<file path="src/rtl/wb_stage_if.sv">
// Bundle between EX/MEM, data memory and the write-back stage of the venus pipeline.
interface wb_stage_if;
   logic        ex_valid_i;
   logic        ex_wen_i;
   logic        ex_ld_i;
   logic [3:0]  ex_rd_i;
   logic [31:0] ex_result_i;
   logic        dmem_rvalid_i;
   logic [31:0] dmem_rdata_i;
   logic        err_clr_i;
   logic        wb_o;
   logic [3:0]  wb_r_o;
   logic [31:0] wb_data_o;
   logic        stall_o;
   logic [31:0] retired_o;
   logic        err_o;

   modport master (
      output ex_valid_i, ex_wen_i, ex_ld_i, ex_rd_i, ex_result_i,
      output dmem_rvalid_i, dmem_rdata_i, err_clr_i,
      input  wb_o, wb_r_o, wb_data_o, stall_o, retired_o, err_o
   );

   modport slave (
      input  ex_valid_i, ex_wen_i, ex_ld_i, ex_rd_i, ex_result_i,
      input  dmem_rvalid_i, dmem_rdata_i, err_clr_i,
      output wb_o, wb_r_o, wb_data_o, stall_o, retired_o, err_o
   );
endinterface

</file>
<file path="src/rtl/wb_stage.sv">
// Write-back stage: registered ALU write-back, load wait with upstream stall, retire counter, sticky error.
// Optional load abandonment after LOAD_TIMEOUT cycles is enabled by defining WB_LOAD_TIMEOUT_EN.
module wb_stage #(
   parameter int LOAD_TIMEOUT = 255,
   parameter int W_TO         = 8
) (
   input  logic     clk,
   input  logic     rst,
   wb_stage_if.slave bus
);

   typedef enum logic [0:0] {
      IDLE      = 1'b0,
      LOAD_WAIT = 1'b1
   } state_t;

   state_t      state_r, state_s;
   logic        wb_r, wb_s;
   logic [3:0]  wb_rd_r, wb_rd_s;
   logic [31:0] wb_data_r, wb_data_s;
   logic [31:0] retired_r;
   logic        retire_s;
   logic        err_r, err_s, err_set_s;
   logic [3:0]  ld_rd_r, ld_rd_s;
   logic        stall_s;
   logic        accept_s;

`ifdef WB_LOAD_TIMEOUT_EN
   localparam logic [W_TO-1:0] TO_LAST = W_TO'(LOAD_TIMEOUT - 1);
   logic [W_TO-1:0] to_cnt_r, to_cnt_s;
`endif

   assign stall_s  = (state_r == LOAD_WAIT);
   assign accept_s = bus.ex_valid_i & ~stall_s;

   // Next-state, write-back and error-event decode
   always_comb begin
      state_s   = state_r;
      wb_s      = 1'b0;
      wb_rd_s   = wb_rd_r;
      wb_data_s = wb_data_r;
      retire_s  = 1'b0;
      err_set_s = 1'b0;
      ld_rd_s   = ld_rd_r;
`ifdef WB_LOAD_TIMEOUT_EN
      to_cnt_s  = to_cnt_r;
`endif
      case (state_r)
         IDLE: begin
            // rvalid with no load outstanding never carries data
            if (bus.dmem_rvalid_i) begin
               err_set_s = 1'b1;
            end else begin
               err_set_s = 1'b0;
            end
            if (accept_s) begin
               if (bus.ex_ld_i) begin
                  ld_rd_s = bus.ex_rd_i;
                  state_s = LOAD_WAIT;
`ifdef WB_LOAD_TIMEOUT_EN
                  to_cnt_s = {W_TO{1'b0}};
`endif
               end else if (bus.ex_wen_i) begin
                  wb_s      = 1'b1;
                  wb_rd_s   = bus.ex_rd_i;
                  wb_data_s = bus.ex_result_i;
                  retire_s  = 1'b1;
               end else begin
                  retire_s  = 1'b1;
               end
            end else begin
               state_s = IDLE;
            end
         end
         LOAD_WAIT: begin
            if (bus.dmem_rvalid_i) begin
               wb_s      = 1'b1;
               wb_rd_s   = ld_rd_r;
               wb_data_s = bus.dmem_rdata_i;
               retire_s  = 1'b1;
               state_s   = IDLE;
            end else begin
`ifdef WB_LOAD_TIMEOUT_EN
               if (to_cnt_r == TO_LAST) begin
                  err_set_s = 1'b1;
                  state_s   = IDLE;
               end else begin
                  to_cnt_s  = to_cnt_r + {{(W_TO-1){1'b0}}, 1'b1};
               end
`else
               state_s = LOAD_WAIT;
`endif
            end
         end
         default: begin
            state_s = IDLE;
         end
      endcase
   end

   // Set wins over clear when both happen in the same cycle
   always_comb begin
      if (err_set_s) begin
         err_s = 1'b1;
      end else if (bus.err_clr_i) begin
         err_s = 1'b0;
      end else begin
         err_s = err_r;
      end
   end

   // Stage state and output registers
   always_ff @(posedge clk or negedge rst) begin
      if (!rst) begin
         state_r   <= IDLE;
         wb_r      <= 1'b0;
         wb_rd_r   <= 4'd0;
         wb_data_r <= 32'd0;
         retired_r <= 32'd0;
         err_r     <= 1'b0;
         ld_rd_r   <= 4'd0;
      end else begin
         state_r   <= state_s;
         wb_r      <= wb_s;
         wb_rd_r   <= wb_rd_s;
         wb_data_r <= wb_data_s;
         retired_r <= retired_r + {31'd0, retire_s};
         err_r     <= err_s;
         ld_rd_r   <= ld_rd_s;
      end
   end

`ifdef WB_LOAD_TIMEOUT_EN
   // Load timeout counter
   always_ff @(posedge clk or negedge rst) begin
      if (!rst) begin
         to_cnt_r <= {W_TO{1'b0}};
      end else begin
         to_cnt_r <= to_cnt_s;
      end
   end
`endif

   assign bus.wb_o      = wb_r;
   assign bus.wb_r_o    = wb_rd_r;
   assign bus.wb_data_o = wb_data_r;
   assign bus.stall_o   = stall_s;
   assign bus.retired_o = retired_r;
   assign bus.err_o     = err_r;

endmodule

</file>
<file path="src/flat_wrapper.sv">
// flat-port wrapper written by rule: the top's interface ports become plain ports
module wb_stage_flat 
#(
   parameter int LOAD_TIMEOUT = 255,
   parameter int W_TO         = 8
)
  (clk, rst, bus_ex_valid_i, bus_ex_wen_i, bus_ex_ld_i, bus_ex_rd_i, bus_ex_result_i, bus_dmem_rvalid_i, bus_dmem_rdata_i, bus_err_clr_i, bus_wb_o, bus_wb_r_o, bus_wb_data_o, bus_stall_o, bus_retired_o, bus_err_o);
  wb_stage_if bus_i ();
  input  logic clk;
  input  logic rst;
  input wire logic [$bits(bus_i.ex_valid_i)-1:0] bus_ex_valid_i;
  input wire logic [$bits(bus_i.ex_wen_i)-1:0] bus_ex_wen_i;
  input wire logic [$bits(bus_i.ex_ld_i)-1:0] bus_ex_ld_i;
  input wire logic [$bits(bus_i.ex_rd_i)-1:0] bus_ex_rd_i;
  input wire logic [$bits(bus_i.ex_result_i)-1:0] bus_ex_result_i;
  input wire logic [$bits(bus_i.dmem_rvalid_i)-1:0] bus_dmem_rvalid_i;
  input wire logic [$bits(bus_i.dmem_rdata_i)-1:0] bus_dmem_rdata_i;
  input wire logic [$bits(bus_i.err_clr_i)-1:0] bus_err_clr_i;
  output wire logic [$bits(bus_i.wb_o)-1:0] bus_wb_o;
  output wire logic [$bits(bus_i.wb_r_o)-1:0] bus_wb_r_o;
  output wire logic [$bits(bus_i.wb_data_o)-1:0] bus_wb_data_o;
  output wire logic [$bits(bus_i.stall_o)-1:0] bus_stall_o;
  output wire logic [$bits(bus_i.retired_o)-1:0] bus_retired_o;
  output wire logic [$bits(bus_i.err_o)-1:0] bus_err_o;
  assign bus_i.ex_valid_i = bus_ex_valid_i;
  assign bus_i.ex_wen_i = bus_ex_wen_i;
  assign bus_i.ex_ld_i = bus_ex_ld_i;
  assign bus_i.ex_rd_i = bus_ex_rd_i;
  assign bus_i.ex_result_i = bus_ex_result_i;
  assign bus_i.dmem_rvalid_i = bus_dmem_rvalid_i;
  assign bus_i.dmem_rdata_i = bus_dmem_rdata_i;
  assign bus_i.err_clr_i = bus_err_clr_i;
  assign bus_wb_o = bus_i.wb_o;
  assign bus_wb_r_o = bus_i.wb_r_o;
  assign bus_wb_data_o = bus_i.wb_data_o;
  assign bus_stall_o = bus_i.stall_o;
  assign bus_retired_o = bus_i.retired_o;
  assign bus_err_o = bus_i.err_o;
  wb_stage #(.LOAD_TIMEOUT(LOAD_TIMEOUT), .W_TO(W_TO)) u_core (.clk(clk), .rst(rst), .bus(bus_i));
endmodule
</file>
<file path="config.mk">
export PLATFORM = sky130hd
export DESIGN_NAME = wb_stage_flat
export DESIGN_NICKNAME = d
export VERILOG_FILES = /design/src/rtl/wb_stage_if.sv /design/src/rtl/wb_stage.sv /design/src/flat_wrapper.sv
export SDC_FILE = /design/constraint.sdc
export NUM_CORES = 1
export LEC_CHECK = 0
export CELL_PAD_IN_SITES_DETAIL_PLACEMENT = 0
export CELL_PAD_IN_SITES_GLOBAL_PLACEMENT = 2
export CORE_ASPECT_RATIO = 2
export CORE_MARGIN = 1
export CORE_UTILIZATION = 23
export DETAILED_ROUTE_END_ITERATION = 6
export PLACE_DENSITY = 0.86
export SLEW_MARGIN = 20
export SYNTH_ARGS = -nofsm -noshare
export SYNTH_HDL_FRONTEND = slang
export SYNTH_SLANG_ARGS = --single-unit
export TNS_END_PERCENT = 20
</file>
<file path="constraint.sdc">
create_clock -name clk -period 2 [get_ports clk]
set_input_delay 0.4 -clock clk [delete_from_list [all_inputs] [get_ports clk]]
set_output_delay 0.4 -clock clk [all_outputs]
set_load 0.05 [all_outputs]
</file>
# Word level (Yosys, flattened, before mapping)
# Index checks and enable logic that the tools add are counted.
dict set report classes {
  addsub 1
  n_reduce_logical 3
  bitwise 2
  n_eq_ne 4
  n_mux 25
}
# cell count
set op_table {}
lappend op_table {{32-bit 2-to-1 mux} 4}
lappend op_table {{32-bit case mux with 2 select lines} 1}
lappend op_table {{32-bit by 1-bit adder with 32-bit output} 1}
lappend op_table {{4-bit 2-to-1 mux} 4}
lappend op_table {{1-bit 2-to-1 mux} 12}
lappend op_table {{4-bit case mux with 2 select lines} 1}
lappend op_table {{2-bit inequality test, second input constant} 3}
lappend op_table {{1-bit case mux with 2 select lines} 3}
lappend op_table {{4-bit AND reduction} 1}
lappend op_table {{3-bit AND reduction} 1}
lappend op_table {{2-bit by 1-bit inequality test with 1-bit output, second input constant} 1}
lappend op_table {{2-bit nonzero test} 1}
lappend op_table {{1-bit bitwise AND} 1}
lappend op_table {{1-bit NOT} 1}
dict set report totals {
  register_bits 75
  wordCells 42
  input_bits 75
  out_inout_bits 71
}

# Longest topological paths before layout
# Gate-level depths: netlist of the first run.
dict set report depth {
  ltp_word 5
  mapped_depth 7
  depth_no_buf 7
}

# Worst setup path after synthesis of the first run
# No wires, ideal clock.
dict set report synth_path {
  path_type {register to register}
  startpoint {register u_core.state_r (netlist: u_core.bus.stall_o)}
  endpoint {register u_core.retired_r[30] (netlist: u_core.bus.retired_o[30])}
  setup_ns 0.140
  n_path_buf 0
  arrival_ns 2.256
  required_time_ns 1.860
  stages_incl_launch_ff 8
  period_less_slack_ns 2.396
  slack_ns -0.396
  cell_sequence {dfrtp_1 > nand2b_1 > o21ai_0 > ha_1 > and4_4 > nand3_2 > or4_4 > xnor2_2}
}
dict set report synth_between {
  elab_chain_len 5
}
# item line
set synth_rtl {}
lappend synth_rtl {{start: declaration} wb_stage.sv:17} ;# state_t state_r, state_s;
lappend synth_rtl {{start signal: assignment} wb_stage.sv:123} ;# state_r <= state_s;
lappend synth_rtl {{1-bit NOT (no line)} --}
lappend synth_rtl {{1-bit bitwise AND} wb_stage.sv:34} ;# assign accept_s = bus.ex_valid_i & ~stall_s;
lappend synth_rtl {{1-bit 2-to-1 mux} wb_stage.sv:56} ;# if (accept_s) begin
lappend synth_rtl {{1-bit case mux with 2 select lines *} wb_stage.sv:48} ;# case (state_r)
lappend synth_rtl {{32-bit by 1-bit adder with 32-bit output *} wb_stage.sv:127} ;# retired_r <= retired_r + {31'd0, retire_s};
lappend synth_rtl {{end signal: assignment} wb_stage.sv:127}
lappend synth_rtl {{end: declaration} wb_stage.sv:21} ;# logic [31:0] retired_r;
# Mark *: on every way between the ends. The rest lies on a longest branch, timed or not.
# A chain may end at the register's enable or synchronous reset.

# Worst setup path after layout of the first run
dict set report layout_path {
  startpoint {register u_core.retired_r[20] (netlist: u_core.bus.retired_o[20])}
  endpoint {output port bus_retired_o[20]}
}
# item line
set layout_lines {}
lappend layout_lines {{end: declaration} flat_wrapper.sv:23} ;# output wire logic [$bits(bus_i.retired_o)-1:0] bus_retired_o;
# No word-level cell between the ends.

==> run_results.csv, run 1 <==
group,metric,value,unit
outcome,outcome,"finished clean",
worst_hold_path,hold_class,"in2async",
place,port_buffers,145,
global_routing,grt_usage,13.1,%
route,via_per_inst,4.29,
clocking,cts.sinks,75,
final_layout,final_common_cell,"clkdlybuf4s50_1",
clocking,htreeDepth,3,
power,vdd_drop_max,525,uV
place,gp_congestion,0.693,
global_routing,grt_pass1_vias,2965,
run,drv_cap,0,
worst_setup_path,path_class,"reg2out",
timing,fin_crit,1950,ps
timing,period_share,97.4,%
timing,setup_ws,52.2,ps
route,drt_iter0_drc,59,
floorplan,placementRows,62,
timing,rsz0062_at_grt,"no",
yosys,mappedNetlistArea,0.00341,mm^2
timing,slew_headroom,59.5,%
timing,tns,0,ps
final_layout,diodes,0,
worst_setup_path,crit_path_end_kind,"primary output",
clocking,clk_latency,330,ps
yosys,ys_seq_area_share,55.0,%
final_layout,layout_common_cells,"clkdlybuf4s50_1, dfrtp_1, nor2_1, buf_4",
route,drc,0,
yosys,ys_types,34,
floorplan,core_region_area,0.0144,mm^2
route,wirelength,9.40,mm
place,place_ws,-403,ps
timing,finalMaxSlewViolations,0,
worst_setup_path,arrival,1550,ps
clocking,cts_root_buffer,"clkbuf_16",
yosys,synth-seq-cells,75,
place,dp_hpwl,7.29,mm
final_layout,post-route-util,38.2,%
worst_setup_path,crit_chain,"clkdlybuf4s50_1",
power,leakagePower,2.41,nW
yosys,syn_inst,300,
final_layout,drive_above_1_share,17.5,%
global_routing,antenna_found_initial,0,
timing,fin_worst_skew,11.4,ps
floorplan,die_area,0.0154,mm^2
timing,worst_pin_slew,608,ps
final_layout,fin_nets,535,
route,vias,2807,
floorplan,die_y,174,um
worst_setup_path,crit_fanout,4,
route,ant_nets,0,
worst_setup_path,cp_top_family,"buffers and inverters",
worst_setup_path,crit_slowest_cell,"clkdlybuf4s50_1",
power,power_density,1060,mW/mm^2
worst_setup_path,path_buf_inv,1,
timing,fmax,513,MHz
final_layout,area_growth,61.5,%
clocking,numCtsBuffers,9,
global_routing,grt_pass1_wl,15.1,mm
floorplan,start_util,23.6,%
yosys,avgSynthCellArea,11.4,um^2
clocking,cts_buffer_depth,2,
global_routing,grt_overflow,0,
worst_setup_path,critPathMaxStageDelay,820,ps
yosys,yosys_warnings,0,
timing,hold_viol,0,
clocking,path_clk_slew,60,ps
route,wire_per_inst,14.3,um
clocking,holdBufCountCts,0,
route,dr.pass1.iters,4,
global_routing,grt_max_degree,74,
yosys,synth_nets,377,
clocking,cts_tree,"yes",
worst_setup_path,required,1600,ps
floorplan,boundaryPins,146,
worst_setup_path,setup.worst_path.start_class,"flop",
floorplan,die_x,88.1,um
timing,finalSetupViolCount,0,
synthesized netlist by cell type (all sizes together):
library cell / count / area, um^2
nand3: 14 / 87.6
xor2: 6 / 52.6
or4: 1 / 11.3
nand4: 11 / 68.8
nor2: 38 / 143
and3: 7 / 48.8
o31ai: 1 / 21.3
nand2: 10 / 37.5
mux2: 4 / 45.0
xnor2: 25 / 226
nor4: 3 / 33.8
buf: 6 / 32.5
ha: 2 / 25.0
mux2i: 36 / 360
o21ai: 2 / 10.0
and4: 6 / 57.6
inv: 3 / 11.3
a21oi: 36 / 180
dfrtp: 75 / 1880
nand2b: 1 / 6.26
a22o: 1 / 8.76
and2: 3 / 20.0
clkbuf: 7 / 26.3
nor3: 2 / 21.3
area by class of cell:
| type | instances | area [um^2] |
|---|---|---|
| sequential | 75 | 1880 |
| tap | 192 | 240 |
| timing repair buffer | 160 | 1560 |
| multi-input combinational | 209 | 1520 |
| clock buffer | 11 | 243 |
| inverter | 3 | 11.3 |
| fill | 1476 | 8920 |
| clock inverter | 5 | 62.6 |
worst paths after layout:
path,startpoint,cells past startpoint,slack [ps],to
min in group clk,bus_dmem_rvalid_i,2,370,u_core.bus.stall_o
max in group asynchronous,rst,2,1350,u_core.bus.wb_data_o[22]
hold / removal,rst,1,40,u_core.bus.wb_r_o[2]
setup / recovery,u_core.bus.retired_o[20],1,50,bus_retired_o[20]
setup reg to reg,u_core.bus.stall_o,8,110,u_core.bus.retired_o[11]
hold reg to reg,u_core.bus.retired_o[14],1,490,u_core.bus.retired_o[14]
where the power goes:
part	switching, mW	internal (mW)
clock network	0.638	1.01
registers	0.224	1.80
logic	1.40	0.794
total	2.27	3.60
metal layers:
layer | up-vias | part of all wire [%] | GRT usage (%)
li1 | 1365 | - | -
met1 | 1336 | 34 | 12.8
met2 | 97 | 59 | 25.0
met3 | 9 | 5.3 | 3.32
met4 | 0 | 1.7 | 5.11
met5 | - | 0 | 0
flip-flops by register name, indices dropped and copies added, names as in the netlist:
| name | count |
|---|---|
| u_core.bus.wb_o | 1 |
| u_core.bus.err_o | 1 |
| u_core.bus.stall_o | 1 |
| u_core.ld_rd_r | 4 |
| u_core.bus.retired_o | 32 |
| u_core.bus.wb_r_o | 4 |
| u_core.bus.wb_data_o | 32 |
metrics by stage:
step / power, mW / hold WS (ps) / instance area [um^2] / cells
5_1_grt: 6.13 / 75.3 / 5510 / 655
3_3_place_gp: 4.23 / 407 / 5150 / 638
2_1_floorplan: 3.37 / 104 / 3430 / 300
3_5_place_dp: 4.26 / 410 / 5150 / 638
4_1_cts: 5.96 / 49.9 / 5460 / 654
6_report: 5.87 / 44.4 / 5510 / 655
cell families (layout without fill, tap and decap cells):
group	after synthesis	after routing	share of synthesized area (%)
AND/OR/NAND/NOR	96	96	15.7
adder cells (fa/ha/maj)	2	2	0.733
flip-flops	75	75	55.0
AO/OA/AOI/OAI	40	40	6.45
buffers and inverters	16	179	2.05
multiplexers	40	40	11.9
XOR/XNOR	31	31	8.18
what timing repair did:
action,4_1_cts,5_1_grt
setup buffers,0,1
setup endpoints to repair,13,24
gates resized for setup,4,11
pin swaps,0,1
gates cloned,0,0
Power figures use the tool's default switching activity.
==> run 2, diff against run 1 <==
--- a/config.mk
+++ b/config.mk
@@ -5,9 +5,10 @@
 export SDC_FILE = /design/constraint.sdc
 export NUM_CORES = 1
 export LEC_CHECK = 0
+export ABC_CLOCK_PERIOD_IN_PS = 2000
 export CELL_PAD_IN_SITES_DETAIL_PLACEMENT = 0
 export CELL_PAD_IN_SITES_GLOBAL_PLACEMENT = 2
-export CORE_ASPECT_RATIO = 2
+export CORE_ASPECT_RATIO = 1.25
 export CORE_MARGIN = 1
 export CORE_UTILIZATION = 23
 export DETAILED_ROUTE_END_ITERATION = 6
==> run 2 against run 1 <==
Net effect: the run now ends with design-rule violations left; cell area decreased by 0.36%; setup slack worse by 17 ps; cell count down 2.3%; largest cell class unchanged.
==> run_results.csv, run 2 (same netlist as run 1, synthesis figures left out) <==
group,metric,value,unit
clocking,cts_buffer_depth,2,
power,power_density,1060,mW/mm^2
worst_setup_path,cp_top_family,"buffers and inverters",
place,gp_congestion,0.721,
route,ant_nets,0,
global_routing,grt_overflow,0,
global_routing,grt_max_degree,76,
clocking,holdBufCountCts,0,
worst_setup_path,path_buf_inv,1,
timing,worst_pin_slew,607,ps
worst_setup_path,arrival,1560,ps
timing,hold_viol,0,
outcome,violations,"design-rule violations",
worst_setup_path,setup.worst_path.start_class,"flop",
final_layout,post-route-cell-area,0.00549,mm^2
timing,fin_worst_skew,7.19,ps
timing,finalSetupViolCount,0,
route,vias,2795,
route,drt_iter0_drc,91,
timing,fmax,509,MHz
clocking,cts_tree,"yes",
power,leakagePower,2.44,nW
floorplan,core_region_area,0.0145,mm^2
worst_setup_path,required,1600,ps
global_routing,grt_usage,12.9,%
run,drv_cap,0,
power,vdd_drop_max,459,uV
worst_setup_path,crit_fanout,4,
timing,slew_headroom,59.5,%
timing,rsz0062_at_grt,"yes",
worst_setup_path,crit_slowest_cell,"clkdlybuf4s50_1",
final_layout,post-route-util,37.9,%
route,drc,16,
clocking,cts.sinks,75,
final_layout,drive_above_1_share,15.4,%
route,wire_per_inst,14.3,um
global_routing,antenna_found_initial,0,
final_layout,layout_common_cells,"clkdlybuf4s50_1, dfrtp_1, nor2_1, mux2i_1, a21oi_1",
route,via_per_inst,4.37,
clocking,htreeDepth,3,
worst_setup_path,path_class,"reg2out",
final_layout,fillCellCount,1476,
worst_setup_path,worst-r2r-setup-slack,90,ps
outcome,outcome,"finished with violations",
final_layout,diodes,0,
worst_hold_path,hold_class,"in2async",
place,port_buffers,145,
place,place_area,0.00516,mm^2
timing,tns,0,ps
clocking,numCtsBuffers,9,
final_layout,final_common_cell,"clkdlybuf4s50_1",
timing,finalMaxSlewViolations,0,
clocking,cts_root_buffer,"clkbuf_16",
final_layout,fin_nets,535,
global_routing,grt_pass1_vias,3027,
worst_setup_path,crit_chain,"clkdlybuf4s50_1",
worst_setup_path,crit_path_end_kind,"primary output",
floorplan,die_x,111,um
floorplan,die_area,0.0153,mm^2
global_routing,grt_pass1_wl,15.4,mm
floorplan,start_util,23.6,%
final_layout,area_growth,60.9,%
power,finalPower,5.81,mW
timing,fin_crit,1960,ps
route,wirelength,9.17,mm
floorplan,placementRows,49,
route,dr.pass1.iters,6,
timing,period_share,98.2,%
clocking,clk_latency,340,ps
floorplan,die_y,138,um
clocking,path_clk_slew,50,ps
floorplan,boundaryPins,146,
worst_setup_path,critPathMaxStageDelay,820,ps
place,dp_hpwl,6.81,mm
## run 2: changes by cell type in the layout (fill, tap and decap cells not counted), moves of 2 or more
cell	before	now
dlygate4sd2_1	3	9
clkinvlp_4	2	0
clkinv_2	0	2
buf_4	37	30
clkinv_4	2	0
## run 2: timing repair
item | CTS | global route
buffers inserted | 0 | 0
endpoints found under the setup margin | 12 | 26
endpoints found under the hold margin | 0 | 0
resized for setup | 12 | 9
pin swaps | 0 | 4
## run 2: final timing paths
path,cells after the start,end,from
setup / recovery,1,bus_retired_o[13],u_core.bus.retired_o[13]
hold / removal,2,u_core.bus.retired_o[29],rst
setup reg to reg,7,u_core.bus.retired_o[27],u_core.bus.stall_o
hold reg to reg,1,u_core.bus.retired_o[31],u_core.bus.retired_o[31]
max in group asynchronous,2,u_core.bus.wb_data_o[18],rst
min in group clk,1,u_core.bus.retired_o[31],u_core.bus.retired_o[31]
## run 2: area by class of cell
cell class,count,area (um^2),share of cell area (%)
sequential,75,1880,34.2
clock inverter,3,40.0,0.729
inverter,3,11.3,0.205
tap,178,223,4.06
timing repair buffer,160,1570,28.6
multi-input combinational,209,1520,27.7
clock buffer,12,246,4.49
## run 2: report_power, final
| group | leakage [nW] | switching [mW] | total, mW | internal [mW] |
|---|---|---|---|---|
| sequential | 0.915 | 0.226 | 2.03 | 1.80 |
| combinational | 1.38 | 1.39 | 2.19 | 0.800 |
| clock | 0.142 | 0.603 | 1.59 | 0.989 |
| total | 2.44 | 2.22 | 5.81 | 3.59 |
## run 2: worst register-to-register path: cells and delay by family (launching register included)
family,cells,cell delay (ps)
AND/OR/NAND/NOR,4,880
flip-flops,1,420
adder cells (fa/ha/maj),1,190
AO/OA/AOI/OAI,1,170
XOR/XNOR,1,170
## run 2: per-stage QoR
stage	std cells	hold WS (ps)	setup WS, ps
after floorplan	300	104	-51.5
after global placement	625	456	-384
after detailed placement	625	457	-399
after CTS	640	89.7	-28.2
after global routing	640	107	-46.6
final	640	68.9	35.2
## run 2: layer usage
layer / vias up / track usage [%] / part of all wire [%]
li1: 1367 / - / -
met1: 1304 / 14.2 / 40
met2: 111 / 21.9 / 50
met3: 13 / 4.30 / 8.0
met4: 0 / 7.14 / 2.2
met5: - / 0 / 0
==> run 3, diff against run 2 <==
--- a/config.mk
+++ b/config.mk
@@ -5,14 +5,14 @@
 export SDC_FILE = /design/constraint.sdc
 export NUM_CORES = 1
 export LEC_CHECK = 0
-export ABC_CLOCK_PERIOD_IN_PS = 2000
+export ABC_CLOCK_PERIOD_IN_PS = 2020
 export CELL_PAD_IN_SITES_DETAIL_PLACEMENT = 0
 export CELL_PAD_IN_SITES_GLOBAL_PLACEMENT = 2
 export CORE_ASPECT_RATIO = 1.25
 export CORE_MARGIN = 1
-export CORE_UTILIZATION = 23
+export CORE_UTILIZATION = 26
 export DETAILED_ROUTE_END_ITERATION = 6
-export PLACE_DENSITY = 0.86
+export PLACE_DENSITY = 0.91
 export SLEW_MARGIN = 20
 export SYNTH_ARGS = -nofsm -noshare
 export SYNTH_HDL_FRONTEND = slang
==> constraint.sdc (replaced) <==
create_clock -name clk -period 2.02 [get_ports clk]
set_input_delay 0.404 -clock clk [delete_from_list [all_inputs] [get_ports clk]]
set_output_delay 0.404 -clock clk [all_outputs]
set_load 0.05 [all_outputs]
==> run 3 against run 2 <==
Net effect: the flow now finishes without violations; global-route usage increased by 0.54 points; largest power group unchanged; flip-flop and latch count unchanged; clock skew rose by 1.0 ps; non-clock buffer count grew 2; critical path type unchanged.
==> run_results.csv, run 3 (same netlist as run 1, synthesis figures left out) <==
group,metric,value,unit
power,p_int,3.93,mW
timing,period_share,98.0,%
global_routing,grt_pass1_wl,14.2,mm
clocking,cts.sinks,75,
floorplan,start_util,26.8,%
route,wirelength,8.91,mm
worst_setup_path,r2r_start,"u_core.bus.stall_o",
final_layout,drive_above_1_share,15.5,%
power,seqPwrFrac,32.6,%
timing,finalMaxSlewViolations,0,
worst_setup_path,setup.worst_path.start_class,"flop",
clocking,cts_tree,"yes",
final_layout,final_common_cell,"clkdlybuf4s50_1",
route,vias,2765,
worst_setup_path,worstSetupPathDepth,1,
worst_setup_path,crit_chain,"clkdlybuf4s50_1",
route,routed-wl-met3,433,um
timing,fmax,505,MHz
run,drv_cap,0,
worst_setup_path,ff2ff_path_depth,7,
worst_setup_path,arrival,1580,ps
global_routing,antenna_found_initial,1,
route,wire_per_inst,14.1,um
worst_hold_path,hold_class,"in2reg",
outcome,outcome,"finished clean",
timing,fin_crit,1980,ps
floorplan,die_x,104,um
power,combPwrFrac,35.4,%
floorplan,boundaryPins,146,
place,place_ws,-395,ps
place,port_buffers,145,
timing,setup_ws,39.9,ps
route,drc,0,
power,finalPower,6.11,mW
clocking,htreeDepth,3,
timing,slew_headroom,58.0,%
worst_setup_path,cp_top_family,"buffers and inverters",
timing,worst_pin_slew,630,ps
route,drt_iter0_drc,91,
power,power_density,1100,mW/mm^2
global_routing,grt_usage,13.5,%
route,dr_wl_met2,4.67,mm
worst_setup_path,critPathMaxStageDelay,830,ps
worst_setup_path,path_class,"reg2out",
route,top_layer,"met5",
route,wl_met1,3.63,mm
final_layout,area_growth,63.3,%
clocking,post-cts-setup-buffer-count,0,
global_routing,grt_pass1_vias,2788,
clocking,cts_root_buffer,"clkbuf_16",
worst_setup_path,crit_fanout,3,
power,vdd_drop_max,934,uV
timing,fin_worst_skew,8.22,ps
timing,finalSetupViolCount,0,
worst_hold_path,min-delay-start,"bus_dmem_rvalid_i",
power,leakagePower,2.50,nW
global_routing,grt_overflow,0,
worst_setup_path,crit_slowest_cell,"clkdlybuf4s50_1",
final_layout,layout_common_cells,"clkdlybuf4s50_1, dfrtp_1, nor2_1, mux2i_1, a21oi_1",
worst_setup_path,required,1620,ps
final_layout,fin_nets,537,
timing,rsz0062_at_grt,"yes",
worst_setup_path,cp-startpoint,"u_core.bus.retired_o[0]",
floorplan,die_area,0.0136,mm^2
clocking,numCtsBuffers,9,
worst_setup_path,path_buf_inv,1,
floorplan,die_y,130,um
global_routing,grt_max_degree,74,
clocking,clk_latency,330,ps
clocking,path_clk_slew,60,ps
worst_hold_path,min_delay_path_depth,2,
timing,hold_viol,0,
clocking,cts_buffer_depth,2,
route,dr.pass1.iters,4,
power,p_sw_share,35.7,%
floorplan,core_region_area,0.0127,mm^2
worst_setup_path,crit_path_end_kind,"primary output",
place,dp_hpwl,6.76,mm
floorplan,placementRows,46,
route,ant_nets,0,
power,switchingPower,2.18,mW
power,power_frac_clock,32.0,%
final_layout,diodes,0,
route,via_per_inst,4.38,
place,gp_congestion,0.784,
[run 3: changes by cell type in the layout (fill, tap and decap cells not counted), moves of 2 or more]
cell / before / now
clkdlybuf4s50_1: 111 / 117
dlygate4sd2_1: 9 / 3
bufinv_16: 1 / 4
clkbuf_1: 2 / 0
dlymetal6s2s_1: 6 / 8
[run 3: timing repair]
action,4_1_cts,5_1_grt
endpoints found under the setup margin,5,20
gates resized for setup,3,14
gates cloned,0,0
hold endpoints to repair,24,0
hold buffers,1,0
pin swaps,0,2
[run 3: cell type report]
type	count	area, um^2
Fill cell	1198	7150
Multi-Input combinational cell	209	1520
Sequential cell	75	1880
Clock buffer	10	239
Timing Repair Buffer	162	1590
Inverter	3	11.3
Tap cell	168	210
Clock inverter	5	125
[run 3: worst paths after layout]
path	to	slack, ps
setup / recovery	bus_retired_o[0]	40
hold / removal	u_core.bus.stall_o	360
setup reg to reg	u_core.bus.retired_o[30]	120
hold reg to reg	u_core.bus.retired_o[14]	500
max in group asynchronous	u_core.bus.stall_o	900
min in group asynchronous	u_core.bus.retired_o[29]	530
[run 3: power groups by stage]
stage / logic, mW / registers [mW] / clock network, mW
finish: 2.17 / 1.99 / 1.95
CTS: 2.19 / 1.99 / 2.01
global placement: 2.16 / 2.01 / 0
detailed placement: 2.18 / 2.02 / 0
floorplan: 0.411 / 2.92 / 0
global route: 2.27 / 2.04 / 2.08
[run 3: routing by layer]
| metal | track usage (%) | up-vias |
|---|---|---|
| met5 | 0 | - |
| met4 | 6.81 | 2 |
| met3 | 2.70 | 13 |
| met2 | 24.2 | 80 |
| met1 | 15.2 | 1295 |
| li1 | - | 1375 |
[run 3: stage by stage]
stage | TNS, ps | util (%) | hold slack (ps) | area, um^2 | std cells
floorplan | -224 | - | 108 | 3430 | 300
global route | -24.2 | 43.8 | 406 | 5570 | 632
CTS | 0 | 43.4 | 495 | 5520 | 632
global placement | -5760 | 40.4 | 333 | 5140 | 616
finish | 0 | 43.8 | 363 | 5570 | 632
detailed placement | -7120 | 40.4 | 340 | 5140 | 616
